$ cat src/rtl/sequence_player.sv
// Plays the stored colour sequence oldest-first as timed on/off flashes.
// Optional `SEQUENCE_PLAYER_PAUSE_EN adds a pause input that freezes playback timing.
module sequence_player #(
    parameter int unsigned ON_CYCLES  = 25_000_000,
    parameter int unsigned OFF_CYCLES = 12_500_000,
    parameter int unsigned CNT_W      = 32
) (
    input  logic             clk,
    input  logic             reset,
    input  logic             start,
`ifdef SEQUENCE_PLAYER_PAUSE_EN
    input  logic             pause,
`endif
    input  logic [5:0]       level,
    input  logic [32:0][1:0] segment,
    output logic [1:0]       colour_out,
    output logic             colour_valid,
    output logic             busy,
    output logic             done
);

    typedef enum logic [1:0] {
        S_IDLE = 2'd0,
        S_ON   = 2'd1,
        S_OFF  = 2'd2,
        S_DONE = 2'd3
    } state_t;

    localparam logic [CNT_W-1:0] ON_LAST  = CNT_W'(ON_CYCLES - 1);
    localparam logic [CNT_W-1:0] OFF_LAST = CNT_W'(OFF_CYCLES - 1);
    localparam logic [CNT_W-1:0] TMR_ONE  = CNT_W'(1);

    state_t           state_q, state_d;
    logic [5:0]       idx_q, idx_d;
    logic [CNT_W-1:0] tmr_q, tmr_d;
    logic [5:0]       len_q, len_d;
    logic [5:0]       level_clamped;
    logic             hold;

    assign level_clamped = (level > 6'd32) ? 6'd32 : level;

`ifdef SEQUENCE_PLAYER_PAUSE_EN
    assign hold = pause;
`else
    assign hold = 1'b0;
`endif

    always_ff @(posedge clk or posedge reset) begin
        if (reset) begin
            state_q <= S_IDLE;
            idx_q   <= '0;
            tmr_q   <= '0;
            len_q   <= '0;
        end else begin
            state_q <= state_d;
            idx_q   <= idx_d;
            tmr_q   <= tmr_d;
            len_q   <= len_d;
        end
    end

    always_comb begin
        state_d = state_q;
        idx_d   = idx_q;
        tmr_d   = tmr_q;
        len_d   = len_q;
        case (state_q)
            S_IDLE: begin
                if (start) begin
                    len_d = level_clamped;
                    if (level_clamped == 6'd0) begin
                        state_d = S_DONE;
                    end else begin
                        idx_d   = level_clamped;
                        tmr_d   = '0;
                        state_d = S_ON;
                    end
                end
            end
            S_ON: begin
                if (!hold) begin
                    if (tmr_q == ON_LAST) begin
                        tmr_d   = '0;
                        state_d = S_OFF;
                    end else begin
                        tmr_d = tmr_q + TMR_ONE;
                    end
                end
            end
            S_OFF: begin
                if (!hold) begin
                    if (tmr_q == OFF_LAST) begin
                        tmr_d = '0;
                        // Slot 1 is the newest colour and therefore the last one shown.
                        if (idx_q == 6'd1) begin
                            state_d = S_DONE;
                        end else begin
                            idx_d   = idx_q - 6'd1;
                            state_d = S_ON;
                        end
                    end else begin
                        tmr_d = tmr_q + TMR_ONE;
                    end
                end
            end
            S_DONE: begin
                state_d = S_IDLE;
            end
            default: begin
                state_d = S_IDLE;
            end
        endcase
    end

    assign colour_valid = (state_q == S_ON);
    assign colour_out   = colour_valid ? segment[idx_q] : 2'b00;
    assign busy         = (state_q != S_IDLE);
    assign done         = (state_q == S_DONE);

endmodule

$ cat config.mk
export PLATFORM = sky130hd
export DESIGN_NAME = sequence_player
export DESIGN_NICKNAME = d
export VERILOG_FILES = /design/src/rtl/sequence_player.sv
export SDC_FILE = /design/constraint.sdc
export NUM_CORES = 1
export LEC_CHECK = 0
export BUFFER_PORTS_ARGS = -buffer_cell sky130_fd_sc_hd__buf_2
export CORE_MARGIN = 4
export CORE_UTILIZATION = 45
export CTS_CLUSTER_DIAMETER = 40
export DETAILED_ROUTE_END_ITERATION = 16
export PLACE_DENSITY = 0.73
export SYNTH_ARGS = -nofsm -noshare
export SYNTH_HDL_FRONTEND = slang
export SYNTH_SLANG_ARGS = --single-unit
$ cat constraint.sdc
create_clock -name clk -period 2.61 [get_ports clk]
set_input_delay 0 -clock clk [delete_from_list [all_inputs] [get_ports clk]]
set_output_delay 0 -clock clk [all_outputs]
set_load 0.01 [all_outputs]
=== Word-level counts from Yosys, hierarchy flattened ===
Index checks and enable logic that the tools add are counted.

* Add/sub/neg operators: 2
* Magnitude comparators: 2
* Eq/ne operators: 11
* Multiplexer cells: 20
* Reduce and logical (&&, ||, !) cells: 8

{| class="wikitable"
|+ Operators with widths
! operator !! count
|-
| 32-bit two-way mux || 4
|-
| 32-bit one-hot mux with 3 select lines || 1
|-
| 32-bit by 1-bit adder with 32-bit output, second input constant || 1
|-
| 32-bit by 24-bit equality test with 1-bit output, second input constant || 1
|-
| 32-bit by 25-bit equality test with 1-bit output, second input constant || 1
|-
| 6-bit two-way mux || 5
|-
| 2-bit two-way mux || 7
|-
| 2-bit binary-select mux with 6-bit select || 1
|-
| 6-bit one-hot mux with 2 select lines || 1
|-
| 2-bit inequality test, second input constant || 4
|-
| 2-bit one-hot mux with 4 select lines || 1
|-
| 6-bit by 7-bit less-than comparator with 1-bit output, second input constant || 1
|-
| 6-bit by 1-bit equality test with 1-bit output, second input constant || 1
|-
| 6-bit greater-than comparator, second input constant || 1
|-
| 6-bit zero test || 1
|-
| 3-bit AND reduction || 2
|-
| 6-bit by 1-bit subtractor with 6-bit output, second input constant || 1
|-
| 5-bit AND reduction || 1
|-
| 2-bit equality test, second input constant || 2
|-
| 2-bit nonzero test || 2
|-
| 3-bit nonzero test || 1
|-
| 2-bit by 1-bit equality test with 1-bit output, second input constant || 1
|-
| 2-bit zero test || 1
|-
| 2-bit by 1-bit inequality test with 1-bit output, second input constant || 1
|}

* Bits in registers: 40
* Input port bits: 75
* Output and inout port bits: 5
* Word-level logic and storage cells: 46

=== Longest topological paths before layout ===
Gate-level depths: netlist (run 1).

* Depth in word-level cells: 6
* Mapped depth: 9
* Depth with buffers taken out: 8

=== Least setup slack after synthesis (run 1) ===
OpenSTA, ideal clock, no wires.

* Kind: register -> register
* Start: register tmr_q[15]
* End: register tmr_q[16]
* Arrival: 2305 ps
* Path slack: 184 ps
* Stages on the path, launching flop included: 8
* Buffers on the path: 1
* Cell sequence: dfrtp_1 or4b_1 or4_4 o31ai_4 a21oi_2 buf_6 a21o_1 a22o_1

* Longest elaborated chain between the ends: 3
* Elaborated cells on any way between the ends: 6

{| class="wikitable"
|+ Ends and longest elaborated chain
! element !! line !! text
|-
| start: declaration || 35 || <nowiki>logic [CNT_W-1:0] tmr_q, tmr_d;</nowiki>
|-
| start signal: assignment || 57 || <nowiki>tmr_q <= tmr_d;</nowiki>
|-
| 32-bit by 1-bit adder with 32-bit output (tied with other cells) || 86, 102 ||
|-
| 32-bit two-way mux, on equally long branches || 92, 82 ||
|-
| 32-bit one-hot mux with 3 select lines * || 67 || <nowiki>case (state_q)</nowiki>
|}

Mark *: on every way between the ends. The rest lies on a longest branch, timed or not.
A chain may end at the register's enable or synchronous reset.

=== Worst setup path in the final report (run 1) ===
* Start: register tmr_q[23]
* End: register tmr_q[3]

* Longest elaborated chain between the ends: 3
* Elaborated cells on any way between the ends: 5

{| class="wikitable"
|+ Ends and longest elaborated chain
! element !! line
|-
| 32-bit by 24-bit equality test with 1-bit output or 32-bit by 25-bit equality test with 1-bit output (tied branches) || 92, 82
|-
| 32-bit two-way mux, on equally long branches || 92, 82
|-
| 32-bit one-hot mux with 3 select lines * || 67
|}

Marks and branches as above.

==> results.tsv, run 1 <==
stage	metric	value	unit
run_status	run status	complete, no violations	
worst_setup_path	critical path class	register to register	
worst_setup_path	Reg2Reg Depth	7	
final_layout	share of layout cells above drive strength 1	0.321	
synthesis	post-synth net total	403	
route	# DRC	0	
cts	Root Buffer	clkbuf_8	
min_path	Hold Crit Start	level[3]	
route	DR WL/cell	17.1	um
worst_setup_path	nature of the critical path endpoint	register	
synthesis	Primary FF master, synth	dfrtp_1	
timing	final worst path period share	0.959	
global_routing	first-pass GRT wire length	14200	um
min_path	HP Class	primary input to register	
synthesis	Seq/Total Area, Yosys	0.332	
worst_setup_path	Crit-path slowest cell	or4b_1	
route	1st-iter DRT viols	280	
cts	CTS sink cnt	40	
final_layout	Area Growth Syn to Fin	22.1	%
global_routing	GRT Overall Usage	0.209	
synthesis	number of enable flip-flop cells after synthesis	0	
cts	Clock Tree Buf Depth	2	
die	CORE AREA	6420	um^2
global_routing	GRT Residual Overflow	0	
worst_setup_path	R2R Setup Slk	0.11	ns
flow_run	max-cap violations	0	
worst_setup_path	CP peak stage delay	0.54	ns
route	DR vias	2975	
global_routing	initial antenna violation count	0	
timing	Slew @ Worst Pin	0.596	ns
timing	Final Critical Period	2.50	ns
synthesis	Ys Warns	0	
synthesis	synthesized cell area	3020	um^2
synthesis	FFs w/ async S/R, synth	1.00	
timing	Slew Viols, Final	0	
route	Via density	6.10	
die	Site Rows	29	
cts	Skew-Pair Late Insertion Delay	0.29	ns
pwr	pwr dens	746	nW/um^2
worst_setup_path	reg-to-reg critical path endpoint	tmr_q[3]$_DFFE_PP0P_	
final_layout	ant diodes	0	
placed_design	DP Area	3590	um^2
timing	clock skew	0.00619	ns
cts	total CTS buffers	5	
placed_design	IO Port Bufs	79	
worst_setup_path	Arr. time, crit path	2.68	ns
synthesis	count of cell types in the netlist	52	
worst_setup_path	Critical Path RT	2.79	ns
timing	Fin Setup TNS	0	ns
final_layout	commonest non-fill, non-tap cell in the layout	buf_2	
cts	CTS tree	built	
cts	Clock Pin Slew Worst Setup and Hold Paths	0.07	ns
worst_setup_path	critical-path cell list	or4b_1, or4_4, o31ai_4, a21oi_2, buf_4, a21o_1, a22o_1	
final_layout	Non-Filler Cell Area, Final	3680	um^2
cts	Setup Buffers After CTS	0	
synthesis	synthesized area per cell	9.43	um^2
min_path	Hold Path Sink	idx_q[3]$_DFFE_PP0P_	
die	DIE HEIGHT	89.9	um
placed_design	gp weighted congestion	0.909	
die	die width	89.9	um
placed_design	Detail Placement HPWL	6440	um
synthesis	synthesized netlist cell count	320	
min_path	Worst Hold Path Cells	3	
timing	Final setup viols	0	
timing	Fin. Hold Viols	0	
worst_setup_path	critical path startpoint category	register	
timing	RSZ-0062 raised after global routing	false	
route	remaining antenna violation count	0	
final_layout	fill count	569	
global_routing	largest net degree at the start of global routing	41	
die	Starting Density	0.470	
pwr	maximum VDD drop	0.302	mV
cts	H-tree Lvls	2	
route	Post-Route WL	8330	um
synthesis	flops & latches, synth	40	
worst_setup_path	Max FO, Critical Path	21	
final_layout	Final nets	494	
final_layout	commonest non-fill, non-tap cells in the layout	buf_2, dfrtp_1, nand2_1	
timing	Max Clock Freq	0.399	GHz
route	Pre-antenna DRT Iters	5	
worst_setup_path	Reg-to-Reg Start	tmr_q[23]$_DFFE_PP0P_	
die	Ports	80	
die	die area	8080	um^2
pwr	leakage power	1.62	nW
timing	Slew headroom	0.603	
global_routing	vias in the first global route	2891	
[critical path: cells and delay by family, from the launching register on]
kind / cells / cell delay [ns]
flip-flops: 1 / 0.39
buffers and inverters: 1 / 0.24
AO/OA/AOI/OAI: 4 / 0.70
AND/OR/NAND/NOR: 2 / 1.05
[how the worst max path moves through the flow]
stage	startpoint	slack, ns	depth (start not counted)	endpoint
final	tmr_q[23]$_DFFE_PP0P_	0.11	7	tmr_q[3]$_DFFE_PP0P_
after floorplan	tmr_q[15]$_DFFE_PP0P_	0.18	7	tmr_q[16]$_DFFE_PP0P_
after global placement	tmr_q[23]$_DFFE_PP0P_	0.22	7	tmr_q[9]$_DFFE_PP0P_
after global routing	idx_q[0]$_DFFE_PP0P_	0.03	6	colour_out[0]
after detailed placement	tmr_q[23]$_DFFE_PP0P_	0.16	7	tmr_q[3]$_DFFE_PP0P_
after CTS	tmr_q[23]$_DFFE_PP0P_	0.13	7	tmr_q[3]$_DFFE_PP0P_
[what timing repair did]
action                     in CTS  in global routing
hold endpoints to repair       40                  0
gates resized for setup         0                  1
setup endpoints to repair       0                  3
hold buffers                    1                  0
[area by class of cell]
class | instances | area (um^2) | share of cell area
multi-input cells | 252 | 1910 | 0.518
clock inverters | 1 | 5.00 | 0.00136
inverters | 15 | 56.3 | 0.0153
clock buffers | 6 | 72.6 | 0.0197
well taps | 77 | 96.3 | 0.0262
repair buffers | 97 | 546 | 0.148
flip-flops and latches | 40 | 1000 | 0.272
[per-layer routing]
layer	track usage	part of all wire	vias up
li1	-	-	1410
met1	0.275	0.42	1433
met2	0.346	0.49	117
met3	0.0568	0.071	15
met4	0.0485	0.013	0
met5	0	0	-
[flip-flops by register name, indices dropped and copies added (netlist names)]
register and count:
state_q 2, idx_q 6, tmr_q 32
[cell usage after synthesis, types with 2 or more instances]
library cell,number,share of area
nor2_1,28,0.035
a22o_1,9,0.026
mux4_2,20,0.15
a211oi_1,4,0.010
buf_1,3,0.0037
dfrtp_1,40,0.33
ha_1,8,0.033
and3_1,5,0.010
mux2i_1,3,0.010
a21o_1,9,0.022
nand2b_1,2,0.0041
and2_1,6,0.012
nor4_1,4,0.0083
o31ai_1,4,0.010
a31oi_1,5,0.010
nand2_1,33,0.041
nand3_1,26,0.043
o311ai_0,3,0.0087
inv_1,15,0.019
nor3b_1,2,0.0050
o211ai_1,2,0.0050
buf_2,2,0.0033
nor3_1,8,0.013
a32oi_1,3,0.0087
o21ai_0,13,0.022
xnor2_1,6,0.017
a21oi_1,9,0.015
nor4b_1,3,0.0087
nand4_1,8,0.017
nand4b_1,2,0.0058
clkbuf_1,7,0.0087
nand3b_1,2,0.0050
or3_1,3,0.0062
a21boi_0,2,0.0050
o22ai_1,4,0.0083
[where the power goes]
group          internal, W  switching [W]  total (W)  leakage (nW)
logic             0.000728       0.000812    0.00154          1.03
clock network     0.000182       0.000205   0.000387        0.0410
registers         0.000682       0.000141   0.000823         0.547
total              0.00159        0.00116    0.00275          1.62
[metrics by stage]
| stage | std cells | setup slack [ns] | utilization | total power (W) | hold WS [ns] |
|---|---|---|---|---|---|
| final | 488 | 0.106 | 0.573 | 0.00275 | 0.0370 |
| after global routing | 488 | 0.0344 | 0.573 | 0.00296 | 0.0786 |
| after CTS | 488 | 0.130 | 0.573 | 0.00276 | 0.0374 |
| after detailed placement | 480 | 0.159 | 0.559 | 0.00237 | 0.166 |
| after global placement | 480 | 0.220 | 0.559 | 0.00233 | 0.153 |
| after floorplan | 320 | 0.184 | - | 0.00193 | 0.190 |
[cell families after synthesis]
group,share of synthesized area
mux,0.163
simple gates,0.240
compound gates,0.177
fa+ha+maj,0.0332
buf+inv,0.0382
flops,0.332
xor+xnor,0.0174
(Power assumes the default switching activity.)
==> run 2: changes to the inputs <==
--- a/config.mk
+++ b/config.mk
@@ -5,12 +5,14 @@
 export SDC_FILE = /design/constraint.sdc
 export NUM_CORES = 1
 export LEC_CHECK = 0
+export ABC_CLOCK_PERIOD_IN_PS = 2610
 export BUFFER_PORTS_ARGS = -buffer_cell sky130_fd_sc_hd__buf_2
 export CORE_MARGIN = 4
 export CORE_UTILIZATION = 45
 export CTS_CLUSTER_DIAMETER = 40
 export DETAILED_ROUTE_END_ITERATION = 16
 export PLACE_DENSITY = 0.73
+export RECOVER_POWER = 100
 export SYNTH_ARGS = -nofsm -noshare
 export SYNTH_HDL_FRONTEND = slang
 export SYNTH_SLANG_ARGS = --single-unit
==> run 2 against run 1 <==
Against the previous run:
- routed wire length barely moved
- cell count unchanged
- hold slack got worse by 0.0015 ns
- non-clock buffer count did not move
==> results.tsv, run 2 (same netlist as run 1, synthesis figures left out) <==
stage	metric	value	unit	change
run_status	run status	complete, no violations		
timing	Final setup viols	0		unchanged
route	met1 WL	3440	um	-2.2%
global_routing	largest net degree at the start of global routing	41		unchanged
pwr	maximum VDD drop	0.302	mV	-0.14%
final_layout	Non-Filler Cell Area, Final	3670	um^2	-0.37%
die	die width	89.9	um	unchanged
pwr	leakage power	1.60	nW	-0.85%
worst_setup_path	Arr. time, crit path	2.69	ns	about the same
timing	RSZ-0062 raised after global routing	false		
die	die area	8080	um^2	unchanged
final_layout	Largest Register	tmr_q		
timing	Final Critical Period	2.51	ns	+0.00698 ns
final_layout	Final nets	494		unchanged
cts	total CTS buffers	5		unchanged
final_layout	commonest non-fill, non-tap cells in the layout	buf_2, dfrtp_1, nand2_1		
global_routing	initial antenna violation count	0		unchanged
cts	Setup Buffers After CTS	0		unchanged
worst_setup_path	Max FO, Critical Path	21		unchanged
final_layout	top flop regs	tmr_q (32), idx_q (6), state_q (2)		
worst_setup_path	reg-to-reg critical path endpoint	tmr_q[3]$_DFFE_PP0P_		
placed_design	Detail Placement HPWL	6440	um	unchanged
flow_run	max-cap violations	0		unchanged
worst_setup_path	Critical Path RT	2.79	ns	about the same
worst_setup_path	Reg2Reg Depth	7		unchanged
die	DIE HEIGHT	89.9	um	unchanged
route	Post-Route WL	8340	um	about the same
timing	Max Clock Freq	0.398	GHz	-0.28%
worst_setup_path	critical path startpoint category	register		
timing	clock skew	0.00605	ns	-0.000144 ns
cts	CTS sink cnt	40		unchanged
timing	final worst path period share	0.962		+0.00267
final_layout	share of layout cells above drive strength 1	0.311		-0.00973
route	1st-iter DRT viols	270		-3.6%
die	Ports	80		unchanged
placed_design	IO Port Bufs	79		unchanged
final_layout	ant diodes	0		unchanged
pwr	pwr dens	747	nW/um^2	about the same
cts	Skew-Pair Late Insertion Delay	0.29	ns	about the same
timing	Slew Viols, Final	0		unchanged
timing	Slew @ Worst Pin	1.00	ns	+0.404 ns
route	DR vias	2980		+0.17%
min_path	Hold Path Sink	idx_q[3]$_DFFE_PP0P_		
global_routing	first-pass GRT wire length	14200	um	unchanged
cts	Clock Tree Buf Depth	2		unchanged
timing	Fin. Hold Viols	0		unchanged
global_routing	GRT Residual Overflow	0		unchanged
route	highest metal used	met4		
route	DR WL/cell	17.1	um	about the same
min_path	Hold Crit Start	level[3]		
route	Pre-antenna DRT Iters	5		unchanged
worst_setup_path	critical path class	register to register		
cts	CTS tree	built		
worst_setup_path	R2R Setup Slk	0.1	ns	about the same
timing	Slew headroom	0.333		-0.269
min_path	Worst Hold Path Cells	3		unchanged
final_layout	max reg flops	32		unchanged
worst_setup_path	Reg-to-Reg Start	tmr_q[23]$_DFFE_PP0P_		
die	CORE AREA	6420	um^2	unchanged
route	Via density	6.11		+0.17%
placed_design	DP Area	3590	um^2	unchanged
cts	Root Buffer	clkbuf_8		
global_routing	vias in the first global route	2891		unchanged
route	# DRC	0		unchanged
die	Starting Density	0.470		unchanged
route	met2 wire len	4170	um	+1.4%
route	remaining antenna violation count	0		unchanged
route	metal3 WL	628	um	+6.4%
placed_design	gp weighted congestion	0.909		unchanged
final_layout	commonest non-fill, non-tap cell in the layout	buf_2		
cts	H-tree Lvls	2		unchanged
worst_setup_path	nature of the critical path endpoint	register		
global_routing	GRT Overall Usage	0.209		unchanged
final_layout	Area Growth Syn to Fin	21.6	%	
timing	Fin Setup TNS	0	ns	unchanged
min_path	HP Class	primary input to register		
die	Site Rows	29		unchanged
cts	Clock Pin Slew Worst Setup and Hold Paths	0.07	ns	about the same
[run 2: changes by cell type in the layout (fill, tap and decap cells not counted)]
cell	change
buf_2	-4
buf_4	-2
clkbuf_1	+3
clkbuf_2	+3
o311ai_0	+1
o311ai_1	-1
o31ai_1	+1
o31ai_2	-1
[run 2: final cells by class]
class / instances / area, um^2
fill: 571 / 2750
multi-input combinational: 252 / 1900
sequential: 40 / 1000
timing repair buffer: 97 / 537
tap: 77 / 96.3
clock buffer: 6 / 72.6
inverter: 15 / 56.3
clock inverter: 1 / 5.00
[run 2: worst max path at each step]
stage / slack (ns) / startpoint / cells after the start / to
global route: 0.02 / tmr_q[0]$_DFFE_PP0P_ / 8 / idx_q[4]$_DFFE_PP0P_
floorplan: 0.18 / tmr_q[15]$_DFFE_PP0P_ / 7 / tmr_q[16]$_DFFE_PP0P_
detailed placement: 0.16 / tmr_q[23]$_DFFE_PP0P_ / 7 / tmr_q[3]$_DFFE_PP0P_
global placement: 0.22 / tmr_q[23]$_DFFE_PP0P_ / 7 / tmr_q[9]$_DFFE_PP0P_
finish: 0.1 / tmr_q[23]$_DFFE_PP0P_ / 7 / tmr_q[3]$_DFFE_PP0P_
CTS: 0.13 / tmr_q[23]$_DFFE_PP0P_ / 7 / tmr_q[3]$_DFFE_PP0P_
[run 2: what timing repair did]
item / CTS / global route
resized for setup: 0 / 1
setup endpoints to repair: 0 / 3
hold buffers: 1 / 0
endpoints found under the hold margin: 40 / 0
[run 2: metal layers]
metal  global-route usage  vias to the layer above
met5                    0                        -
met4               0.0485                        0
met3               0.0568                       13
met2                0.346                      128
met1                0.275                     1426
li1                     -                     1413
[run 2: where the power goes]
group | internal, W | switching (W) | total (W)
clock network | 0.000182 | 0.000204 | 0.000386
registers | 0.000682 | 0.000142 | 0.000823
logic | 0.000719 | 0.000813 | 0.00153
[run 2: critical path, cell delays in order (launching register included)]
cell and delay, ns:
dfrtp_1 0.40, or4b_1 0.54, or4_4 0.51, o31ai_4 0.21, a21oi_2 0.13, buf_4 0.25, a21o_1 0.18, a22o_1 0.18
[run 2: per-stage QoR]
stage	worst slack (ns)	util	total power, W	cells	hold WS (ns)
global route	0.0231	0.571	0.00295	488	0.0786
floorplan	0.184	-	0.00193	320	0.190
detailed placement	0.159	0.559	0.00237	480	0.166
finish	0.0988	0.571	0.00274	488	0.0356
global placement	0.220	0.559	0.00233	480	0.153
CTS	0.130	0.573	0.00276	488	0.0374
